[src/rtl/riscv_fetch.sv]
// riscv_fetch: instruction fetch unit for a multi-cycle RISC-V core.
// Requests a word at pc, latches it for the control unit, then waits for
// pc_load to advance (sequential or branch). Misaligned branch targets and
// instructions that never retire (hang) park the unit in a sticky fault.
//
// Ports:
//   clk, reset           rising-edge clock, async active-high reset
//   pc_load              current instruction retired, advance pc
//   pc_reset             synchronous restart at RESET_PC (exits fault)
//   branch_taken/target  redirect applied together with pc_load
//   imem_req/addr        instruction memory read request and address (= pc)
//   imem_ready/rdata     memory response, sampled only while requesting
//   pc, instr, opcode    current pc, latched instruction, instr[6:0]
//   instr_valid          instr/opcode hold a fetched instruction
//   fault                sticky misaligned-target / hang indication
//   instr_count          accepted fetches, wraps modulo 2^32
module riscv_fetch #(
  parameter logic [31:0] RESET_PC   = 32'h0000_0000,
  parameter int unsigned HANG_LIMIT = 15
) (
  input  logic        clk,
  input  logic        reset,
  input  logic        pc_load,
  input  logic        pc_reset,
  input  logic        branch_taken,
  input  logic [31:0] branch_target,
  output logic        imem_req,
  output logic [31:0] imem_addr,
  input  logic        imem_ready,
  input  logic [31:0] imem_rdata,
  output logic [31:0] pc,
  output logic [31:0] instr,
  output logic [6:0]  opcode,
  output logic        instr_valid,
  output logic        fault,
  output logic [31:0] instr_count
);

  localparam int unsigned XLEN = 32;
  localparam int unsigned HW   = 8;

  typedef enum logic [1:0] {
    BOOT  = 2'd0,
    REQ   = 2'd1,
    ISSUE = 2'd2,
    FAULT = 2'd3
  } state_t;

  state_t          state, state_d;
  logic [XLEN-1:0] pc_d, instr_d, count_d;
  logic [HW-1:0]   hang, hang_d;
  logic            req_d, valid_d, fault_d;

  // Address and opcode are straight views of registered state.
  assign imem_addr = pc;
  assign opcode    = instr[6:0];

  // State and output registers.
  always_ff @(posedge clk or posedge reset) begin
    if (reset) begin
      state       <= BOOT;
      pc          <= RESET_PC;
      instr       <= '0;
      instr_valid <= 1'b0;
      fault       <= 1'b0;
      instr_count <= '0;
      hang        <= '0;
      imem_req    <= 1'b0;
    end else begin
      state       <= state_d;
      pc          <= pc_d;
      instr       <= instr_d;
      instr_valid <= valid_d;
      fault       <= fault_d;
      instr_count <= count_d;
      hang        <= hang_d;
      imem_req    <= req_d;
    end
  end

  // Next-state and next-output logic; imem_req is registered, so it is
  // asserted exactly when the next state is REQ.
  always_comb begin
    state_d = state;
    pc_d    = pc;
    instr_d = instr;
    valid_d = instr_valid;
    fault_d = fault;
    count_d = instr_count;
    hang_d  = hang;
    req_d   = 1'b0;

    case (state)
      BOOT: begin
        state_d = REQ;
        req_d   = 1'b1;
      end
      REQ: begin
        if (imem_ready) begin
          instr_d = imem_rdata;
          valid_d = 1'b1;
          count_d = instr_count + XLEN'(1);
          hang_d  = '0;
          state_d = ISSUE;
        end else begin
          req_d = 1'b1;
        end
      end
      ISSUE: begin
        if (pc_load) begin
          valid_d = 1'b0;
          if (branch_taken && (branch_target[1:0] != 2'b00)) begin
            fault_d = 1'b1;
            state_d = FAULT;
          end else begin
            pc_d    = branch_taken ? branch_target : pc + XLEN'(4);
            state_d = REQ;
            req_d   = 1'b1;
          end
        end else begin
          hang_d = hang + HW'(1);
          // Fault on the cycle the counter reaches HANG_LIMIT.
          if (hang == HW'(HANG_LIMIT - 1)) begin
            fault_d = 1'b1;
            valid_d = 1'b0;
            state_d = FAULT;
          end
        end
      end
      FAULT: begin
        state_d = FAULT;
      end
      default: begin
        state_d = BOOT;
      end
    endcase

    // Restart overrides everything, including a same-cycle memory response.
    if (pc_reset && (state != BOOT)) begin
      state_d = REQ;
      pc_d    = RESET_PC;
      valid_d = 1'b0;
      fault_d = 1'b0;
      hang_d  = '0;
      count_d = instr_count;
      instr_d = instr;
      req_d   = 1'b1;
    end
  end

endmodule

[config.mk]
export PLATFORM = sky130hd
export DESIGN_NAME = riscv_fetch
export DESIGN_NICKNAME = d
export VERILOG_FILES = /design/src/rtl/riscv_fetch.sv
export SDC_FILE = /design/constraint.sdc
export NUM_CORES = 1
export LEC_CHECK = 0
export CAP_MARGIN = 40
export CORE_ASPECT_RATIO = 0.9
export CORE_MARGIN = 10
export CORE_UTILIZATION = 48
export DETAILED_ROUTE_END_ITERATION = 7
export PLACE_DENSITY = 0.83
export SYNTH_ARGS = -nofsm -noshare
export SYNTH_HDL_FRONTEND = slang
export SYNTH_SLANG_ARGS = --single-unit
export TNS_END_PERCENT = 20
[constraint.sdc]
create_clock -name clk -period 7.9 [get_ports clk]
set_input_delay 1.58 -clock clk [delete_from_list [all_inputs] [get_ports clk]]
set_output_delay 1.58 -clock clk [all_outputs]
set_load 0.01 [all_outputs]
==> tab_implementation.tex <==
\begin{tabular}{lr}
\hline
Metric & Value \\
\hline
\multicolumn{2}{l}{\textbf{Outcome}} \\
Run status & complete, no violations \\
\multicolumn{2}{l}{\textbf{Power and ir drop}} \\
Part of the power in the clock network & 0.328 \\
Worst VDD drop & between 100 and 150 µV \\
Internal power contribution & between 1 and 1.5 mW \\
Net switching power figure & slightly below 0.4 mW \\
Ratio of total power to cell area & 184 nW/µm² \\
Leakage power of the design & about 3.2 nW \\
Switching part of the total & 0.274 \\
Share of total power in combinational logic & 0.214 \\
Portion of total power attributed to sequential cells & 0.458 \\
\multicolumn{2}{l}{\textbf{Synthesis}} \\
Fraction of post-synthesis cell area in the top cell type by area & 0.488 \\
Post-synthesis cell type count & 48 \\
EDFF count, synth & 0 \\
Fraction of the mapped netlist area in compound gates & 0.110 \\
Cell types occupying the most area after synthesis & dfrtp\_1 (49\%), mux2\_2 (6.8\%), buf\_4 (5.2\%), xnor2\_1 (3.6\%), nand3\_1 (3.1\%) \\
XOR/XNOR share of the synthesized area & 0.0595 \\
Sequential element share of the synthesized area & 0.488 \\
Synth Area per Inst & between 10 and 15 µm² \\
Dominant cell type by area after synthesis & dfrtp\_1 \\
Total nets after synthesis & 628 \\
Cell with the most instances after synthesis & dfrtp\_1 \\
Synthesized-area fraction occupied by adder cells & 0.00895 \\
Commonest cells post-synth & dfrtp\_1 (109), buf\_4 (39), nand2\_1 (39) \\
Most instantiated flip-flop cell in the synthesis netlist & dfrtp\_1 \\
Synth Cell Area & between 5000 and 6000 µm² \\
Dominant combinational cell family by area after synthesis & simple AND/OR/NAND/NOR gates \\
Synthesis-stage register bit count & approximately 110 \\
Yosys synthesis warning count & 0 \\
FFs w/ async S/R, synth & 1.00 \\
Post-Syn Instances & roughly 550 \\
Post-synthesis mux area share & 0.0739 \\
Simple logic cell fraction of the synthesized area & 0.179 \\
\multicolumn{2}{l}{\textbf{Clock tree}} \\
Number of clock sinks & 109 \\
Clock slew at reported path FFs & 0.07 ns \\
TritonCTS clock tree & built \\
Number of clock buffers inserted by TritonCTS & 9 \\
Setup Buffers After CTS & 0 \\
Clock latency of the later-clocked register in the worst-skew pair & about 0.35 ns \\
Maximum buffer depth of the clock tree & 2 \\
Cells resized by post-CTS repair & 0 \\
CTS root buffer & clkbuf\_16 \\
CTS H-tree lvls & 3 \\
Hold buffer count at CTS & 0 \\
\multicolumn{2}{l}{\textbf{Routing}} \\
Vias per cell & 5.59 \\
DRC marker count from the first detailed-route iteration & about 440 \\
Total Routed Length & $\sim$17000 µm \\
Average detailed-routed wire length per instance & between 15 and 20 µm \\
Pre-antenna DRT Iters & 5 \\
Total via count in the routed design & between 4000 and 5000 \\
Number of design rule violations left after detail routing & 0 \\
Remaining number of nets flagged by the antenna check after routing & 0 \\
\multicolumn{2}{l}{\textbf{Flow run}} \\
Number of max-cap violations & 0 \\
\multicolumn{2}{l}{\textbf{Placement}} \\
Dpl hpwl & about 13000 µm \\
Number of cells in the design after placement & $\sim$860 \\
Post-placement cell area & approximately 7600 µm² \\
Port Buffer Count & around 210 \\
Routability Congestion & 0.956 \\
\multicolumn{2}{l}{\textbf{Layout}} \\
Final design area excluding fillers & 7880 µm² \\
Non-Filler Instances & roughly 880 \\
Proportion of layout cells with a drive suffix above 1 & 0.0954 \\
Diode insertion count for antenna repair & 0 \\
Number of nets in the layout & slightly below 800 \\
Area delta synth->final & 41.0\% \\
\multicolumn{2}{l}{\textbf{Worst setup path}} \\
Kind of start point of the critical path & input pin \\
CP max stage cell & or4\_1 \\
Worst-path maximum fanout & 40 \\
Worst path required time & 8.17 ns \\
Cell-by-cell trace of the critical path & clkdlybuf4s50\_1 -> and4bb\_1 -> buf\_4 -> nand3\_1 -> or4\_1 -> nor3\_2 -> xor2\_1 \\
Family with the most delay on the worst path & simple AND/OR/NAND/NOR gates \\
Path type of the worst setup path & in -> reg \\
Worst stage delay on the critical path & around 0.72 ns \\
Worst Path Arrival & 4.25 ns \\
Worst path bufs/invs & 2 \\
Endpoint kind of the worst setup timing path & flop \\
\multicolumn{2}{l}{\textbf{Floorplanning}} \\
Width of the die & $\sim$130 µm \\
Site row count & 37 \\
Die height & $\sim$120 µm \\
Floorplan Core Area & between 10000 and 15000 µm² \\
I/O pin count & between 200 and 250 \\
Area of the die & between 15000 and 20000 µm² \\
Starting density of the core & 0.489 \\
\multicolumn{2}{l}{\textbf{Timing}} \\
Number of pins with negative max-slew slack in the final report & 0 \\
Final Hold Vio Count & 0 \\
Total Neg Setup Slack & 0 ns \\
Fmax & 252 MHz \\
Final setup violating endpoints & 0 \\
Final period utilization & 0.503 \\
Hold slack & about 0.48 ns \\
Min cycle time layout & just under 4 ns \\
Clock skew after layout & between 0.006 and 0.007 ns \\
Max-Slew Margin vs Limit & 0.495 \\
Least-Margin Pin Slew & 0.754 ns \\
Setup repair after global routing missed its margin & no \\
\multicolumn{2}{l}{\textbf{Global route}} \\
Total global-route track usage & 0.208 \\
Number of antenna violations at the first check in global routing & 0 \\
First-pass GRT wire length & around 27000 µm \\
Via count of the first global-routing pass & approximately 4900 \\
Congestion Overflow GR & 0 \\
Pin count of the biggest net entering global routing & 67 \\
\multicolumn{2}{l}{\textbf{Worst hold path}} \\
Class of the tightest hold or removal check & reg -> reg \\
\hline
\end{tabular}
==> per-stage QoR <==
step | utilization | setup slack (ns) | power (mW)
3_3_place_gp | 0.657 | 3.66 | 0.973
2_1_floorplan | - | 3.45 | 0.790
3_5_place_dp | 0.662 | 3.59 | 0.986
5_1_grt | 0.689 | 3.75 | 1.51
4_1_cts | 0.689 | 3.95 | 1.46
6_report | 0.689 | 3.93 | 1.45
==> placed cells by master (no fill, tap or decap), drive strengths merged, types with 6 or more instances in the layout <==
master	instances
o21ai	36
nor4	12
a22oi	11
xnor2	23
nor2	38
and3	7
mux2	34
nand3	35
and2	6
clkbuf	9
dfrtp	109
nand2	39
clkdlybuf4s50	207
xor2	15
a21oi	15
inv	22
or3	6
o311ai	6
nand4	18
buf	7
nor3	12
==> power groups by stage <==
| stage | combinational [mW] | clock, mW | sequential, mW |
|---|---|---|---|
| finish | 0.310 | 0.475 | 0.662 |
| global route | 0.329 | 0.507 | 0.673 |
| CTS | 0.316 | 0.484 | 0.663 |
| detailed placement | 0.313 | 0 | 0.673 |
| global placement | 0.305 | 0 | 0.668 |
| floorplan | 0.104 | 0 | 0.686 |
==> per-layer routing <==
metal  GRT usage  vias to the layer above  routed length, µm
met4      0.0815                        0                458
met2       0.369                      211               9190
met3      0.0441                       27               1150
li1            -                     2288                  -
met1       0.242                     2388               6490
met5           0                        -                  0
==> flip-flops by register name (all words and copies together) (netlist names) <==
| signal | cells |
|---|---|
| imem_addr | 32 |
| instr | 32 |
| instr_count | 32 |
| hang | 8 |
| state | 2 |
| fault | 1 |
| imem_req | 1 |
| instr_valid | 1 |
==> cells by family (layout without fill, tap and decap cells) <==
group           after synthesis  after routing
xor+xnor                     38             38
buf+inv                      79            248
mux                          37             37
compound gates               97             97
fa+ha+maj                     4              4
flops                       109            109
simple gates                190            190
==> cell type report <==
class / count / area (µm²)
Clock buffer: 9 / 225
Clock inverter: 7 / 87.6
Fill cell: 893 / 3550
Inverter: 18 / 70.1
Multi-Input combinational cell: 366 / 2420
Sequential cell: 109 / 2730
Tap cell: 156 / 195
Timing Repair Buffer: 214 / 2150
==> final timing paths <==
path	cells after the start	endpoint	start	slack, ns
worst max-delay path	7	instr_count[31]	pc_reset	3.93
worst min-delay path	1	instr_count[31]	instr_count[31]	0.48
worst max register to register	6	instr_count[31]	state[0]	5.25
worst min register to register	1	instr_count[31]	instr_count[31]	0.48
max in group asynchronous	4	instr[4]	reset	5.38
min in group asynchronous	2	imem_addr[0]	reset	1.59
Note: power is estimated with default switching activity, not from simulation.
